## src/rtl/seg_595_multi_scan_pkg.sv

```systemverilog
// Shared constants for the multiplexed 7-segment / 74HC595 scan driver:
// active-high glyph codes, scan FSM encoding and bit positions.
package seg_595_multi_scan_pkg;

  localparam logic [7:0] SEG_0     = 8'h3F;
  localparam logic [7:0] SEG_1     = 8'h06;
  localparam logic [7:0] SEG_2     = 8'h5B;
  localparam logic [7:0] SEG_3     = 8'h4F;
  localparam logic [7:0] SEG_4     = 8'h66;
  localparam logic [7:0] SEG_5     = 8'h6D;
  localparam logic [7:0] SEG_6     = 8'h7D;
  localparam logic [7:0] SEG_7     = 8'h07;
  localparam logic [7:0] SEG_8     = 8'h7F;
  localparam logic [7:0] SEG_9     = 8'h6F;
  localparam logic [7:0] SEG_A     = 8'h77;
  localparam logic [7:0] SEG_B     = 8'h7C;
  localparam logic [7:0] SEG_C     = 8'h39;
  localparam logic [7:0] SEG_D     = 8'h5E;
  localparam logic [7:0] SEG_E     = 8'h79;
  localparam logic [7:0] SEG_F     = 8'h71;
  localparam logic [7:0] SEG_MINUS = 8'h40;
  localparam logic [7:0] SEG_BLANK = 8'h00;

  // Segment byte is {dp,g,f,e,d,c,b,a}; the select bits sit above it in the chain word.
  localparam int SEG_W  = 8;
  localparam int DP_BIT = 7;

  typedef enum logic [1:0] {
    ST_LOAD  = 2'd0,
    ST_SHIFT = 2'd1,
    ST_LATCH = 2'd2,
    ST_HOLD  = 2'd3
  } scan_state_t;

  function automatic logic [7:0] seg_glyph(input logic [3:0] nib);
    logic [7:0] g;
    case (nib)
      4'h0: g = SEG_0;
      4'h1: g = SEG_1;
      4'h2: g = SEG_2;
      4'h3: g = SEG_3;
      4'h4: g = SEG_4;
      4'h5: g = SEG_5;
      4'h6: g = SEG_6;
      4'h7: g = SEG_7;
      4'h8: g = SEG_8;
      4'h9: g = SEG_9;
      4'hA: g = SEG_A;
      4'hB: g = SEG_B;
      4'hC: g = SEG_C;
      4'hD: g = SEG_D;
      4'hE: g = SEG_E;
      default: g = SEG_F;
    endcase
    return g;
  endfunction

endpackage

```

## src/rtl/seg_595_multi_scan_seg7_encode.sv

```systemverilog
// Combinational glyph encoder: one nibble plus blank/minus/dp flags to an
// active-high segment byte. Blank wins over minus, minus wins over the digit.
module seg7_encode
  import seg_595_multi_scan_pkg::*;
(
  input  logic [3:0] nib,
  input  logic       hex_mode,
  input  logic       blank,
  input  logic       minus,
  input  logic       dp,
  output logic [7:0] seg
);

  always_comb begin
    seg = SEG_BLANK;
    if (!blank) begin
      if (minus) begin
        seg = SEG_MINUS;
      end else if (hex_mode || (nib <= 4'd9)) begin
        seg = seg_glyph(nib);
      end
      // Decimal-mode nibbles above 9 leave the glyph dark but keep their point.
      if (dp) seg[DP_BIT] = 1'b1;
    end
  end

endmodule

```

## src/rtl/seg_595_multi_scan.sv

```systemverilog
// Time-multiplexed DIGITS-digit 7-segment driver feeding a 74HC595 chain, with
// frame snapshot, leading-zero blanking, sign placement and oe PWM brightness.
module seg_595_multi_scan
  import seg_595_multi_scan_pkg::*;
#(
  parameter int DIGITS         = 6,
  parameter int SHCP_HALF      = 1,
  parameter int SCAN_DIV       = 50000,
  parameter bit SEG_ACTIVE_LOW = 1'b1,
  parameter bit SEL_ACTIVE_LOW = 1'b1
) (
  input  logic                  sys_clk,
  input  logic                  sys_rst,
  input  logic [4*DIGITS-1:0]   data,
  input  logic [DIGITS-1:0]     point,
  input  logic                  seg_en,
  input  logic                  sign,
  input  logic                  hex_mode,
  input  logic                  lzb_en,
  input  logic [3:0]            bright,
  output logic                  stcp,
  output logic                  shcp,
  output logic                  ds,
  output logic                  oe,
  output logic                  frame_done
);

  localparam int W        = SEG_W + DIGITS;
  localparam int DIG_W    = $clog2(DIGITS);
  localparam int SLOT_W   = $clog2(SCAN_DIV);
  localparam int HALF_W   = $clog2(SHCP_HALF + 1);
  localparam int BIT_W    = $clog2(W);
  localparam int PWM_STEP = SCAN_DIV / 16;

  localparam logic [DIG_W-1:0]  LAST_DIG  = DIG_W'(DIGITS - 1);
  localparam logic [SLOT_W-1:0] LAST_SLOT = SLOT_W'(SCAN_DIV - 1);
  localparam logic [HALF_W-1:0] LAST_HALF = HALF_W'(SHCP_HALF - 1);

  logic [SLOT_W-1:0] slot_cnt, slot_nxt;
  logic [DIG_W-1:0]  dig_idx;
  logic              slot_wrap, frame_start;

  logic [4*DIGITS-1:0] snap_data, src_data;
  logic [DIGITS-1:0]   snap_point, src_point;
  logic                snap_seg_en, snap_sign, snap_hex, snap_lzb;
  logic                src_seg_en, src_sign, src_hex, src_lzb;
  logic [3:0]          snap_bright, src_bright;

  logic [DIG_W-1:0]  hi_idx;
  logic [3:0]        cur_nib;
  logic              cur_dp, lz_blank, minus_here, enc_blank;
  logic [7:0]        seg_hi, seg_out;
  logic [DIGITS-1:0] sel_hi, sel_out;
  logic [W-1:0]      word;
  logic              oe_on_nxt;

  scan_state_t       state;
  logic [W-2:0]      shreg;
  logic [BIT_W-1:0]  bit_cnt;
  logic [HALF_W-1:0] half_cnt;

  assign slot_wrap   = (slot_cnt == LAST_SLOT);
  assign slot_nxt    = slot_wrap ? '0 : slot_cnt + 1'b1;
  assign frame_start = (slot_cnt == '0) && (dig_idx == '0);

  // The first slot of a frame reads the live inputs (the same values being captured),
  // every later slot reads the snapshot, so a frame never mixes two input sets.
  assign src_data   = frame_start ? data     : snap_data;
  assign src_point  = frame_start ? point    : snap_point;
  assign src_seg_en = frame_start ? seg_en   : snap_seg_en;
  assign src_sign   = frame_start ? sign     : snap_sign;
  assign src_hex    = frame_start ? hex_mode : snap_hex;
  assign src_lzb    = frame_start ? lzb_en   : snap_lzb;
  assign src_bright = frame_start ? bright   : snap_bright;

  always_ff @(posedge sys_clk) begin
    if (sys_rst) begin
      slot_cnt <= '0;
      dig_idx  <= '0;
    end else begin
      slot_cnt <= slot_nxt;
      if (slot_wrap) dig_idx <= (dig_idx == LAST_DIG) ? '0 : dig_idx + 1'b1;
    end
  end

  always_ff @(posedge sys_clk) begin
    if (sys_rst) begin
      snap_data   <= '0;
      snap_point  <= '0;
      snap_seg_en <= 1'b0;
      snap_sign   <= 1'b0;
      snap_hex    <= 1'b0;
      snap_lzb    <= 1'b0;
      snap_bright <= '0;
    end else if (frame_start) begin
      snap_data   <= data;
      snap_point  <= point;
      snap_seg_en <= seg_en;
      snap_sign   <= sign;
      snap_hex    <= hex_mode;
      snap_lzb    <= lzb_en;
      snap_bright <= bright;
    end
  end

  // Current-digit resolve: highest nonzero position drives blanking and sign slot.
  always_comb begin
    hi_idx  = '0;
    cur_nib = '0;
    cur_dp  = 1'b0;
    sel_hi  = '0;
    for (int k = 0; k < DIGITS; k++) begin
      if (src_data[4*k +: 4] != 4'h0) hi_idx = DIG_W'(k);
      if (DIG_W'(k) == dig_idx) begin
        cur_nib   = src_data[4*k +: 4];
        cur_dp    = src_point[k];
        sel_hi[k] = 1'b1;
      end
    end
    lz_blank = src_lzb && (dig_idx > hi_idx);
    if (src_lzb) begin
      minus_here = src_sign && lz_blank && ({1'b0, dig_idx} == ({1'b0, hi_idx} + 1'b1));
    end else begin
      minus_here = src_sign && (dig_idx == LAST_DIG);
    end
    enc_blank = !src_seg_en || (lz_blank && !minus_here);
  end

  seg7_encode u_encode (
    .nib      (cur_nib),
    .hex_mode (src_hex),
    .blank    (enc_blank),
    .minus    (minus_here),
    .dp       (cur_dp && !lz_blank),
    .seg      (seg_hi)
  );

  assign seg_out   = SEG_ACTIVE_LOW ? ~seg_hi : seg_hi;
  assign sel_out   = SEL_ACTIVE_LOW ? ~sel_hi : sel_hi;
  assign word      = {sel_out, seg_out};
  assign oe_on_nxt = int'(slot_nxt) < ((int'(src_bright) + 1) * PWM_STEP);

  // LOAD counts as the first shcp-low cycle, so the last bit's high phase ends at
  // cycle 2*SHCP_HALF*W-1 and stcp rises exactly at 2*SHCP_HALF*W.
  always_ff @(posedge sys_clk) begin
    if (sys_rst) begin
      state      <= ST_LOAD;
      stcp       <= 1'b0;
      shcp       <= 1'b0;
      ds         <= 1'b0;
      oe         <= 1'b1;
      frame_done <= 1'b0;
      bit_cnt    <= '0;
      half_cnt   <= '0;
    end else begin
      oe         <= !oe_on_nxt;
      frame_done <= 1'b0;
      case (state)
        ST_LOAD: begin
          ds      <= word[W-1];
          bit_cnt <= BIT_W'(W - 1);
          stcp    <= 1'b0;
          if (SHCP_HALF == 1) begin
            shcp     <= 1'b1;
            half_cnt <= '0;
          end else begin
            shcp     <= 1'b0;
            half_cnt <= HALF_W'(1);
          end
          state <= ST_SHIFT;
        end
        ST_SHIFT: begin
          if (half_cnt == LAST_HALF) begin
            half_cnt <= '0;
            if (!shcp) begin
              shcp <= 1'b1;
            end else if (bit_cnt == '0) begin
              shcp       <= 1'b0;
              stcp       <= 1'b1;
              frame_done <= (dig_idx == LAST_DIG);
              state      <= ST_LATCH;
            end else begin
              shcp    <= 1'b0;
              bit_cnt <= bit_cnt - 1'b1;
              ds      <= shreg[bit_cnt - 1'b1];
            end
          end else begin
            half_cnt <= half_cnt + 1'b1;
          end
        end
        ST_LATCH: begin
          if (half_cnt == LAST_HALF) begin
            stcp     <= 1'b0;
            half_cnt <= '0;
            state    <= ST_HOLD;
          end else begin
            half_cnt <= half_cnt + 1'b1;
          end
        end
        default: begin
          if (slot_wrap) state <= ST_LOAD;
        end
      endcase
    end
  end

  always_ff @(posedge sys_clk) begin
    if (state == ST_LOAD) shreg <= word[W-2:0];
  end

endmodule

```

## config.mk

```make
export PLATFORM = sky130hd
export DESIGN_NAME = seg_595_multi_scan
export DESIGN_NICKNAME = d
export VERILOG_FILES = /design/src/rtl/seg_595_multi_scan_pkg.sv /design/src/rtl/seg_595_multi_scan_seg7_encode.sv /design/src/rtl/seg_595_multi_scan.sv
export SDC_FILE = /design/constraint.sdc
export NUM_CORES = 1
export LEC_CHECK = 0
export BUFFER_PORTS_ARGS = -buffer_cell sky130_fd_sc_hd__buf_4
export CORE_ASPECT_RATIO = 0.75
export CORE_MARGIN = 2
export CORE_UTILIZATION = 50
export DETAILED_ROUTE_END_ITERATION = 8
export PLACE_DENSITY = 0.75
export SLEW_MARGIN = 10
export SYNTH_ARGS = -nofsm -noshare
export SYNTH_HDL_FRONTEND = slang
export SYNTH_SLANG_ARGS = --single-unit
export TNS_END_PERCENT = 10
```

## constraint.sdc

```tcl
create_clock -name sys_clk -period 6.7 [get_ports sys_clk]
set_input_delay 0.67 -clock sys_clk [delete_from_list [all_inputs] [get_ports sys_clk]]
set_output_delay 0.67 -clock sys_clk [all_outputs]
set_load 0.005 [all_outputs]
```

Word level (Yosys, flattened, before mapping)
Memories as Yosys holds them, arrays and structs flattened.
Index checks and enable logic that the tools add are counted.
{ "word_totals": {"reg_bits": 82, "rom_bits": 112, "input_bits": 40, "out_inout_bits": 5, "n_memories": 1} }
{ "classes": {"addsub": 6, "multipliers": 1, "n_lt_le_gt_ge": 4, "eq_ne": 15, "muxes": 63, "n_bitwise": 5, "n_reduce_logical": 32} }
{ "memory_table": {"columns": ["memory", "depth", "width", "read_ports", "rd_clocked_by_memory_dff", "wr", "line", "rtl"], "rows": [
  ["(name not given)", 16, 7, 1, 0, 0, "seg_595_multi_scan_pkg.sv:37", "case (nib)"]
]} }
{ "ops": {"columns": ["operator", "n"], "rows": [
  ["$mux 4", 10],
  ["$mux 1", 30],
  ["$mux 24", 1],
  ["$mux 8", 3],
  ["$reduce_bool 4->1", 6],
  ["$lt 16x17->1", 1],
  ["$mul 5x12->17 const B", 1],
  ["$add 16x1->16 const B", 1],
  ["$eq 16x16->1 const B", 1],
  ["$logic_not 16->1", 1],
  ["$mux 16", 1],
  ["$mux 3", 5],
  ["$mux 2", 5],
  ["$ne 2x2->1 const B", 5],
  ["$reduce_and 5->1", 2],
  ["$not 8->8", 1],
  ["$pmux 4 s2", 1],
  ["$logic_and 1x1->1", 7],
  ["$eq 2x3->1 const A", 2],
  ["$eq 3x3->1 const A", 2],
  ["$mux 6", 1],
  ["$not 6->6", 1],
  ["$pmux 1 s2", 3],
  ["$pmux 2 s3", 1],
  ["other kinds (27)", 34]
]} }

Logic depth before layout (Yosys ltp)
{ "depth": {"word_depth": 19, "mapped_depth": 30} }

Modules after synthesis
Synthesis repeated with hierarchy kept, for this count alone.
{ "hier_totals": {"cells_unflattened": 619, "area_unflattened_um2": 5570.3} }
{ "by_module_without_submodules": {"columns": ["mod", "n_inst", "cells_per_inst", "area_each_um2", "seq_area_each_um2"], "rows": [
  ["seg_595_multi_scan", 1, 577, 5225.0, 1751.7],
  ["seg7_encode", 1, 42, 345.3, 0.0]
]} }

Least setup slack after synthesis
Ideal clock, no wire load.
{ "synth_timing": {"kind": "flip-flop to flip-flop", "startpoint": "register slot_cnt[0]", "endpoint": "register oe", "setup_time_ns": 0.119, "arrival_ns": 5.455, "setup_slack_ns": 1.126, "path_stages_with_launch": 31, "n_path_buf": 2, "synth_period_minus_slack_ns": 5.574, "path_cell_list": "dfxtp_1 inv_1 ha_1 nor4b_2 nand3_2 nor2_2 buf_6 buf_6 mux2i_1 inv_1 ha_1 xnor2_1 ha_1 xor2_1 ha_1 ha_1 ha_1 a21o_1 a21oi_1 o21bai_1 a21oi_1 nor2b_1 o311a_1 nor2_1 o21ai_0 xnor2_1 ha_1 o21ai_0 nand2b_1 a31oi_1 o21bai_1"} }
{ "synth_via": {"elab_chain_len": 7, "elab_cells_between_ends": 10, "cone_classes": "add/sub (2); mul (1); order compare (1); eq/ne (1); mux (2); reduce/logical (3)"} }
{ "synth_lines": {"columns": ["item", "line", "rtl"], "rows": [
  ["start: declaration", "seg_595_multi_scan.sv:39", "logic [SLOT_W-1:0] slot_cnt, slot_nxt;"],
  ["start signal: assignment", "seg_595_multi_scan.sv:81", "slot_cnt <= slot_nxt;"],
  ["$logic_not 16->1", "seg_595_multi_scan.sv:64", "assign frame_start = (slot_cnt == '0) && (dig_idx == '0);"],
  ["$logic_and 1x1->1", "seg_595_multi_scan.sv:64", null],
  ["$mux 4", null, null],
  ["net src_bright[1]", "seg_595_multi_scan.sv:47", "logic [3:0] snap_bright, src_bright;"],
  ["$add 4x1->5", "seg_595_multi_scan.sv:141", "assign oe_on_nxt = int'(slot_nxt) < ((int'(src_bright) + 1) * PWM_STEP);"],
  ["$mul 5x12->17", "seg_595_multi_scan.sv:141", null],
  ["$lt 16x17->1", "seg_595_multi_scan.sv:141", null],
  ["$logic_not 1->1", "seg_595_multi_scan.sv:156", "oe <= !oe_on_nxt;"],
  ["end signal: assignment", "seg_595_multi_scan.sv:156", null],
  ["end: declaration", "seg_595_multi_scan.sv:24", "output logic oe,"]
]} }
The timed path passes the listed nets, and every way through them passes these cells.
A chain may end at the register's enable or synchronous reset.

Worst setup path in the final report
Ends and elaborated chain as after synthesis.

==> impl_metrics.yaml <==
status:
  status: "complete, no violations"
global_route:
  grt_pass1_vias: 4192
  grt.overflow.total: 0
  grt_max_degree: 69
  grt_pass1_wl_mm: 20.48
  antenna_found_initial: 0
  track_usage: 0.2260
job:
  max_cap_violations: 0
timing:
  hold_violations: 0
  max_freq_mhz: 166.0
  tns_ns: 0
  rsz0062_at_grt: "false"
  tightest_slew_ns: 0.7975
  setup_viol: 0
  maxSlewHeadroom: 0.4683
  period_minus_slack_ns: 6.023
  fin_crit_sh: 0.8990
  drv_slew: 0
  finalHoldWorstSlack_ns: 0.4639
  fin_ws_ns: 0.6768
  finClkSkew_ns: 0.006515
clock_tree:
  cts_resized: 0
  postCtsSetupBuffers: 0
  clk_latency_ns: 0.34
  cts_buffers: 9
  htreeDepth: 3
  path_clk_slew_ns: 0.06
  cts-hold-fix-buffers: 0
  cts_tree: "built"
  clockBufferDepth: 2
  cts-root-buf: "clkbuf_16"
  numClockSinks: 81
route:
  drt_pass1_iterations: 4
  vias: 4391
  via_per_inst: 5.747
  drt_drc_violations_left: 0
  wl_per_cell_um: 16.05
  drtAntennaViolNets: 0
  first_iter_violations: 282
  routed_wl_mm: 12.26
logic_synthesis:
  synth_area_leaders: "dfxtp_1 25%, ha_1 15%, edfxtp_1 7.3%"
  syn-num-nets: 694
  synth_area_mm2: 0.005368
  async_reset_ff_frac: 0
  synth_top_area_cell: "dfxtp_1"
  yosys_warnings: 0
  ys_types: 67
  synth_top_area_frac: 0.2536
  synth_seq_cells: 81
  syn_inst: 590
  synth-main-ff-cell: "dfxtp_1"
  ys_seq_area_frac: 0.3263
  synth_edf_count: 13
  avgSynthCellArea_um2: 9.098
pwr:
  power.leakage_nw: 2.726
  ir_worst_vdd_uv: 159.6
  p_per_area_mw_per_mm2: 300.9
worst_setup_path:
  r2r_slack_ns: 0.68
  cpMaxStageDelayCell: "xnor2_1"
  crit_top_cell: "ha_1"
  cp.arrival_ns: 6.25
  crit_path_end_kind: "flip-flop"
  required_ns: 6.93
  path_max_fanout: 8
  critPathKind: "reg -> reg"
  slowest_delay_ns: 0.42
  start_kind: "flip-flop"
placement:
  gp_congestion: 0.9065
  post-place-ws_ns: 0.7533
  hpwlAfterDp_mm: 9.369
  io_buffers: 44
final_layout:
  syn_to_final_growth_pct: 13.40
  fin_nets: 727
  fillers: 899
  drive_gt1_frac: 0.1338
  num_antenna_cells: 0
floorplanning:
  core_mm2: 0.01037
  die_y_um: 93.73
  rows: 32
  start_util: 0.5176
  fp.dieW_um: 123.6
  ioPinCount: 45
  die_area_mm2: 0.01159
min_path:
  hold_class: "reg -> reg"
## cells by family (layout without fill, tap and decap cells)
kind of cell	count (synthesis)	in the layout	share of synthesized area
AOI/OAI and AO/OA	107	107	0.1380
xor gates and xnor gates	35	35	0.05711
adders and majority gates	64	64	0.1506
buffers and inverters	57	95	0.04662
DFF	81	81	0.3263
muxes	45	45	0.09184
and+or+nand+nor	201	201	0.1895
## synthesized netlist by cell type, types with 3 or more instances
| master | count |
|---|---|
| a211oi_1 | 3 |
| a21o_1 | 7 |
| a21oi_1 | 28 |
| a311oi_1 | 3 |
| a31oi_1 | 8 |
| and2_1 | 5 |
| and3_1 | 8 |
| and4_1 | 3 |
| buf_2 | 5 |
| buf_6 | 3 |
| clkbuf_1 | 14 |
| dfxtp_1 | 68 |
| edfxtp_1 | 13 |
| ha_1 | 63 |
| inv_1 | 33 |
| mux2_2 | 3 |
| mux2i_1 | 38 |
| mux4_2 | 3 |
| nand2_1 | 30 |
| nand2b_1 | 5 |
| nand3_1 | 11 |
| nand4_1 | 5 |
| nor2_1 | 75 |
| nor2b_1 | 16 |
| nor3_1 | 15 |
| nor4_1 | 7 |
| o211ai_1 | 12 |
| o21a_1 | 4 |
| o21ai_0 | 9 |
| o21ai_1 | 7 |
| o21bai_1 | 4 |
| o31ai_1 | 3 |
| or2_2 | 3 |
| or4_1 | 3 |
| xnor2_1 | 18 |
| xor2_1 | 17 |
## path summary, 6_finish.rpt
kind	startpoint	to	cells past startpoint
setup / recovery	slot_cnt[0]	oe	28
hold / removal	ds	ds	2
setup reg to reg	slot_cnt[0]	oe	28
hold reg to reg	ds	ds	2
## cells in the final DEF, fill, tap and decap left out, drive strengths merged, types with 4 or more instances in the layout
cell,n
inv,33
nand4,5
dfxtp,68
o21a,4
nor4,9
nand2,31
a311oi,4
nor3,16
o221ai,4
edfxtp,13
mux2,4
a21oi,28
mux2i,38
nor2b,16
o21ai,16
a31oi,8
o21bai,4
and2,5
xor2,17
clkbuf,12
xnor2,18
nor2,77
o211ai,12
or2,4
a21o,7
nand3,12
nand2b,5
ha,63
buf,46
and3,8
## cell type report
type,instances,area [um^2],area share
Sequential cell,81,1752,0.2878
Multi-Input combinational cell,452,3371,0.5538
Tap cell,136,170.2,0.02795
Clock inverter,4,47.55,0.007811
Timing Repair Buffer,46,345.3,0.05673
Inverter,33,123.9,0.02035
Clock buffer,12,277.8,0.04563
## state kept, by name, summed over array words and instances (netlist names)
register	cells
snap_data	24
oe	1
bit_cnt	4
slot_cnt	16
snap_lzb	1
snap_sign	1
stcp	1
state	2
snap_bright	4
dig_idx	3
shreg	13
snap_seg_en	1
frame_done	1
shcp	1
ds	1
snap_point	6
snap_hex	1
## critical path, delay by kind of cell (launching register included)
kind	cells	cell delay, ns
muxes	1	0.38
DFF	1	0.35
buffers and inverters	2	0.20
adders and majority gates	7	1.79
xor gates and xnor gates	3	0.77
and+or+nand+nor	6	0.98
AOI/OAI and AO/OA	9	1.45
## through the flow
stage / power, mW / instance area (um^2) / utilization / instances
CTS: 1.838 / 6087 / 0.5870 / 764
global route: 1.960 / 6087 / 0.5870 / 764
global placement: 1.280 / 5762 / 0.5556 / 748
floorplan: 1.145 / 5368 / - / 590
detailed placement: 1.309 / 5762 / 0.5556 / 748
finish: 1.832 / 6087 / 0.5870 / 764
## routing by layer
layer  vias to the layer above  GRT usage  share of wire
li1                       2180          -              -
met1                      2086     0.3428           0.52
met2                       110     0.3255           0.42
met3                        15    0.04308          0.050
met4                         0    0.05871          0.012
met5                         -          0              0
## where the power goes
| group | leakage [nW] | switching [mW] | internal, mW |
|---|---|---|---|
| registers | 0.667 | 0.0411 | 0.566 |
| clock network | 0.160 | 0.192 | 0.330 |
| logic | 1.90 | 0.396 | 0.307 |
Note: power is estimated with default switching activity, not from simulation.
